--- src/rtl/uram_read_stage_pkg.sv ---
// rtl/uram_read_stage_pkg.sv - shared constants for the URAM read stage
package uram_read_stage_pkg;

  // Response buffer depth; also the number of read credits the stage hands out.
  localparam int FIFO_DEPTH = 2;
  localparam int FIFO_PTR_W = $clog2(FIFO_DEPTH);
  localparam int FIFO_CNT_W = $clog2(FIFO_DEPTH + 1);

endpackage

--- src/rtl/uram_read_stage_resp_fifo.sv ---
// rtl/uram_read_stage_resp_fifo.sv - small in-order response buffer
module resp_fifo
  import uram_read_stage_pkg::*;
#(
  parameter int DATA_WIDTH = 64
) (
  input  logic                  clock,
  input  logic                  reset,
  input  logic                  push_i,
  input  logic [DATA_WIDTH-1:0] push_data_i,
  input  logic                  pop_i,
  output logic [DATA_WIDTH-1:0] head_data_o,
  output logic                  full_o,
  output logic                  empty_o,
  output logic [FIFO_CNT_W-1:0] count_o
);

  logic [DATA_WIDTH-1:0] mem_q [FIFO_DEPTH];
  logic [FIFO_PTR_W-1:0] wr_ptr_q, wr_ptr_d;
  logic [FIFO_PTR_W-1:0] rd_ptr_q, rd_ptr_d;
  logic [FIFO_CNT_W-1:0] count_q, count_d;

  // Next pointer/occupancy; push and pop together leave the count unchanged.
  always_comb begin
    wr_ptr_d = wr_ptr_q;
    rd_ptr_d = rd_ptr_q;
    if (push_i) begin
      wr_ptr_d = (wr_ptr_q == FIFO_PTR_W'(FIFO_DEPTH - 1)) ? '0 : wr_ptr_q + 1'b1;
    end
    if (pop_i) begin
      rd_ptr_d = (rd_ptr_q == FIFO_PTR_W'(FIFO_DEPTH - 1)) ? '0 : rd_ptr_q + 1'b1;
    end
    count_d = count_q + FIFO_CNT_W'(push_i) - FIFO_CNT_W'(pop_i);
  end

  // Pointer and occupancy state; reset drops anything buffered.
  always_ff @(posedge clock) begin
    if (!reset) begin
      wr_ptr_q <= '0;
      rd_ptr_q <= '0;
      count_q  <= '0;
    end else begin
      wr_ptr_q <= wr_ptr_d;
      rd_ptr_q <= rd_ptr_d;
      count_q  <= count_d;
    end
  end

  // Entry storage; contents are meaningless until counted in by count_q.
  always_ff @(posedge clock) begin
    if (push_i) begin
      mem_q[wr_ptr_q] <= push_data_i;
    end
  end

  assign head_data_o = mem_q[rd_ptr_q];
  assign full_o      = (count_q == FIFO_CNT_W'(FIFO_DEPTH));
  assign empty_o     = (count_q == '0);
  assign count_o     = count_q;

endmodule

--- src/rtl/uram_read_stage.sv ---
// rtl/uram_read_stage.sv - credit-flow read stage in front of a 1-cycle read-first URAM
module uram_read_stage
  import uram_read_stage_pkg::*;
#(
  parameter int DATA_WIDTH    = 64,
  parameter int ADDRESS_WIDTH = 12
) (
  input  logic                     clock,
  input  logic                     reset,
  input  logic                     req_valid,
  output logic                     req_ready,
  input  logic [ADDRESS_WIDTH-1:0] req_addr,
  input  logic                     wr_valid,
  input  logic [ADDRESS_WIDTH-1:0] wr_addr,
  input  logic [DATA_WIDTH-1:0]    wr_data,
  output logic                     resp_valid,
  input  logic                     resp_ready,
  output logic [DATA_WIDTH-1:0]    resp_data,
  output logic [ADDRESS_WIDTH-1:0] mem_raddr,
  input  logic [DATA_WIDTH-1:0]    mem_dout,
  output logic                     mem_wen,
  output logic [ADDRESS_WIDTH-1:0] mem_waddr,
  output logic [DATA_WIDTH-1:0]    mem_din
);

  logic                  in_flight_q, in_flight_d;
  logic                  fwd_q, fwd_d;
  logic [DATA_WIDTH-1:0] fwd_data_q, fwd_data_d;

  logic                  accept;
  logic                  pop;
  logic                  addr_hit;
  logic                  fifo_push;
  logic                  fifo_pop;
  logic                  fifo_full;
  logic                  fifo_empty;
  logic [FIFO_CNT_W-1:0] fifo_count;
  logic [DATA_WIDTH-1:0] fifo_head;
  logic [DATA_WIDTH-1:0] rd_data;
  logic [FIFO_CNT_W:0]   committed;
  logic                  credit_avail;

  // The URAM ports are straight pass-throughs; writes are suppressed in reset.
  assign mem_raddr = req_addr;
  assign mem_wen   = wr_valid & reset;
  assign mem_waddr = wr_addr;
  assign mem_din   = wr_data;

  // A credit is held by every buffered response and by the read in flight.
  assign committed    = {1'b0, fifo_count} + (FIFO_CNT_W + 1)'(in_flight_q);
  assign credit_avail = committed < (FIFO_CNT_W + 1)'(FIFO_DEPTH);

  assign req_ready = reset & (credit_avail | pop);
  assign accept    = req_valid & req_ready;

  // The URAM is read-first, so a same-cycle write to the read address would
  // otherwise return stale data; capture the write value for that read.
  assign addr_hit = wr_valid & (wr_addr == req_addr);
  assign rd_data  = fwd_q ? fwd_data_q : mem_dout;

  // The in-flight read bypasses an empty FIFO so latency stays at one cycle.
  assign resp_valid = reset & (~fifo_empty | in_flight_q);
  assign resp_data  = !resp_valid ? '0 : (!fifo_empty ? fifo_head : rd_data);
  assign pop        = resp_valid & resp_ready;
  assign fifo_pop   = pop & ~fifo_empty;
  assign fifo_push  = in_flight_q & ~(fifo_empty & pop);

  // Next state of the one-cycle read pipeline.
  always_comb begin
    in_flight_d = accept;
    fwd_d       = accept & addr_hit;
    fwd_data_d  = (accept & addr_hit) ? wr_data : fwd_data_q;
  end

  // Read pipeline register; reset discards the read in flight.
  always_ff @(posedge clock) begin
    if (!reset) begin
      in_flight_q <= 1'b0;
      fwd_q       <= 1'b0;
      fwd_data_q  <= '0;
    end else begin
      in_flight_q <= in_flight_d;
      fwd_q       <= fwd_d;
      fwd_data_q  <= fwd_data_d;
    end
  end

  // Credit accounting must never let a response arrive at a full buffer.
  always_ff @(posedge clock) begin
    if (reset && fifo_push) begin
      assert (!fifo_full);
    end
  end

  resp_fifo #(
    .DATA_WIDTH(DATA_WIDTH)
  ) u_fifo (
    .clock      (clock),
    .reset      (reset),
    .push_i     (fifo_push),
    .push_data_i(rd_data),
    .pop_i      (fifo_pop),
    .head_data_o(fifo_head),
    .full_o     (fifo_full),
    .empty_o    (fifo_empty),
    .count_o    (fifo_count)
  );

endmodule
--- config.mk ---
export PLATFORM = sky130hd
export DESIGN_NAME = uram_read_stage
export DESIGN_NICKNAME = d
export VERILOG_FILES = /design/src/rtl/uram_read_stage_pkg.sv /design/src/rtl/uram_read_stage_resp_fifo.sv /design/src/rtl/uram_read_stage.sv
export SDC_FILE = /design/constraint.sdc
export NUM_CORES = 1
export LEC_CHECK = 0
export BUFFER_PORTS_ARGS = -buffer_cell sky130_fd_sc_hd__buf_4
export CAP_MARGIN = 20
export CORE_MARGIN = 3
export CORE_UTILIZATION = 29
export CTS_BUF_LIST = sky130_fd_sc_hd__clkbuf_8 sky130_fd_sc_hd__clkbuf_16
export CTS_CLUSTER_SIZE = 40
export DETAILED_ROUTE_END_ITERATION = 8
export PLACE_DENSITY = 0.5
export SLEW_MARGIN = 0
export SYNTH_ARGS = -nofsm -noshare
export SYNTH_HDL_FRONTEND = slang
export SYNTH_SLANG_ARGS = --single-unit
export TNS_END_PERCENT = 30
--- constraint.sdc ---
create_clock -name clock -period 5 [get_ports clock]
set_input_delay 1.25 -clock clock [delete_from_list [all_inputs] [get_ports clock]]
set_output_delay 1.25 -clock clock [all_outputs]
set_load 0.1 [all_outputs]
==> impl_results.md <==
- Status: complete, no violations
- Layout cell share with drive strength beyond 1: 0.4072
- Gate Count Post-Synth: 844
- Post-synthesis register bit count: 199
- Worst Path Max Fanout: 49
- Setup violations, final: 0
- WHS Endpoint: fwd_data_q[52]$_SDFFE_PN0P_
- Clock Sinks: ~200
- Min-Delay Path Class: flip-flop to flip-flop
- Die area: 36250 um2
- Maximum vdd drop: 0.0002152 V
- Final min period: 3943 ps
- IO Port Bufs: between 300 and 400
- Post-DP Area: 11890 um2
- Clock transition at path regs: 90 ps
- Post-Synthesis Cell Area: between 9000 and 10000 um2
- Htree depth: 4
- RSZ-0062 raised after global routing: no
- Via-to-Cell Ratio: 4.440
- Core area: 33030 um2
- Antenna violations before repair: 1
- Initial Util: 0.2985
- Die X: 190.4 um
- Number of global-route vias before repair: about 6.8k
- Most common cell after layout, fill and taps aside: buf_4
- Mapped Nets: around 1.0k
- Final Hold Vio Count: 0
- CTS Buffer Depth: 2
- TritonRoute pass-1 iters: 4
- Hold Startpoint: fwd_data_q[52]$_SDFFE_PN0P_
- Relative slew slack: 0.3382
- Synth warn: 0
- Final Cycle Share: 0.7887
- Wire per inst: between 15 and 20 um
- Sequential share of the synthesized area: 0.5340
- Vias: 6634
- Slowest Stage Delay on Critical Path: 550 ps
- Total power: 4.689 mW
- Chip height: 190.4 um
- Wirelength, routed: 25790 um
- Slew @ Worst Pin: approximately 990 ps
- CTS Hold Bufs: 0
- Unique cell type count in the Yosys netlist: 31
- Mean post-synth cell area: 11.68 um2
- FMAX: approximately 250 MHz
- Depth of the most critical reg-to-reg path: 4
- Reg2reg end: u_fifo.mem_q[0][32]$_DFFE_PP_
- First-pass GRT wire length: slightly below 40000 um
- R2r setup slk: 2400 ps
- Overflow after GRT: 0
- Clk Latency, worst-skew pair: 430 ps
- RR Startpoint: u_fifo.count_o[1]$_SDFF_PN0_
- Worst setup EP type: output port
- Hold path depth: 2
- Required time of the worst setup path: 3750 ps
- Most frequent cells in the layout: 317 x buf_4, 130 x nand2_1, 128 x mux2i_1, 128 x edfxtp_1, 69 x dfxtp_1
- Critical path arrival: about 2700 ps
- DRT iter0 DRCs: 318
- Power Density: 374.1 nW/um2
- Finished Cell Area: 12530 um2
- Post-DRT Antenna Nets: 0
- Cell mode on critical path: buf_4
- Setup Buffers After CTS: 0
- I/O Pins: 312
- Gr usage total: 0.1388
- Fill count: around 3.3k
- Number of CTS-inserted buffers: 17
- CTS tree: done
- Clock Skews: 14.57 ps
- CP cell instances: or2_4 -> buf_4 -> nor2_1 -> a211oi_1 -> buf_4
- CTS root buf: clkbuf_16
- Largest net degree at the start of global routing: between 70 and 80
- Pleak: 4.664 nW
- Number of remaining DRC errors: 0
- Cts repair resizes: 0
- Worst path slowest cell: buf_4
- WS Path Type: flip-flop to output port
- Synthesis-to-layout area growth: 27.12%
- Fin worst setup slack: 1057 ps
- FP Rows: 66
- Max cap viols: 0
- Nets: between 1k and 1.5k
- Startpoint Class: flip-flop
- Hpwl dp: about 18000 um
- Pre-CTS WS: around 1200 ps
- Max Slew Vio Count: 0
- Final Wtd Congestion: 0.7432
worst max-delay path, delay by kind of cell, from the launching register on:
kind,cells,cell delay [ps]
buf+inv,2,910
compound gates,1,330
simple gates,2,590
flops,1,390
kinds of logic after synthesis:
kind of cell	synth area share
AO/OA/AOI/OAI	0.05343
XOR/XNOR	0.01421
AND/OR/NAND/NOR	0.08833
multiplexers	0.2030
adder cells (fa/ha/maj)	0.001269
buffers and inverters	0.1057
flip-flops	0.5340
stage by stage:
| stage | hold WS, ps | utilization | setup TNS, ps | cells |
|---|---|---|---|---|
| 2_1_floorplan | 431.3 | - | -5067 | 844 |
| 3_3_place_gp | 439.5 | 0.3594 | 0 | 1460 |
| 3_5_place_dp | 442.4 | 0.3600 | 0 | 1461 |
| 4_1_cts | 458.5 | 0.3794 | 0 | 1493 |
| 5_1_grt | 468.6 | 0.3794 | 0 | 1494 |
| 6_report | 456.1 | 0.3794 | 0 | 1494 |
routing by layer:
layer / part of all wire / track usage / up-vias
met1: 0.44 / 0.1777 / 3152
met5: 0 / 0 / -
met3: 0.047 / 0.02739 / 12
li1: - / - / 3290
met2: 0.51 / 0.2447 / 180
met4: 0.0086 / 0.02794 / 0
state kept, by name (all words and copies together), names as in the netlist, named ones only:
signal and flops:
u_fifo.mem_q 128, fwd_data_q 64, u_fifo.count_o 2, fwd_q 1, in_flight_q 1, u_fifo.rd_ptr_q 1
u_fifo.wr_ptr_q 1
how the worst max path moves through the flow:
stage / start / endpoint / slack, ps / cells past startpoint
final: u_fifo.count_o[1]$_SDFF_PN0_ / resp_data[32] / 1060 / 5
after global routing: u_fifo.count_o[1]$_SDFF_PN0_ / resp_data[30] / 820 / 5
after CTS: u_fifo.count_o[1]$_SDFF_PN0_ / resp_data[32] / 980 / 5
after detailed placement: reset / resp_data[43] / 1220 / 6
after global placement: reset / resp_data[41] / 1210 / 5
after floorplan: reset / resp_data[54] / -110 / 4
Yosys cell counts (all sizes together):
cell | n | area [um2]
clkbuf | 23 | 86.33
mux2i | 128 | 1281
ha | 1 | 12.51
and4b | 1 | 10.01
and4bb | 1 | 12.51
inv | 4 | 15.01
or2 | 1 | 6.260
nor2 | 69 | 259.0
mux2 | 64 | 720.7
nor4b | 1 | 8.760
nand2 | 130 | 488.0
xnor2 | 9 | 78.83
nand3 | 1 | 5.000
nor3b | 1 | 7.510
nor2b | 3 | 18.77
o2111a | 1 | 11.26
a211oi | 65 | 488.0
nand4bb | 1 | 11.26
a21oi | 2 | 10.01
edfxtp | 128 | 3844
and2 | 5 | 31.28
o21a | 1 | 7.510
xor2 | 7 | 61.31
dfxtp | 71 | 1421
buf | 123 | 940.9
nor4 | 1 | 12.51
o21ai | 2 | 10.00
power by group:
group,internal [mW],switching [mW],total (mW)
Combinational,0.331,1.06,1.40
Sequential,1.80,0.0226,1.82
Clock,0.744,0.730,1.47
Total,2.87,1.82,4.69
cell type report:
cell class              count  area (um2)  area share
diodes                      1       2.502   0.0001997
clock buffers              17       425.4     0.03394
clock inverters            15       215.2     0.01717
inverters                   4       15.01    0.001198
multi-input cells         495        3590      0.2864
flip-flops and latches    199        5273      0.4207
well taps                 442       553.0     0.04412
repair buffers            321        2460      0.1963
(Power assumes the default switching activity.)
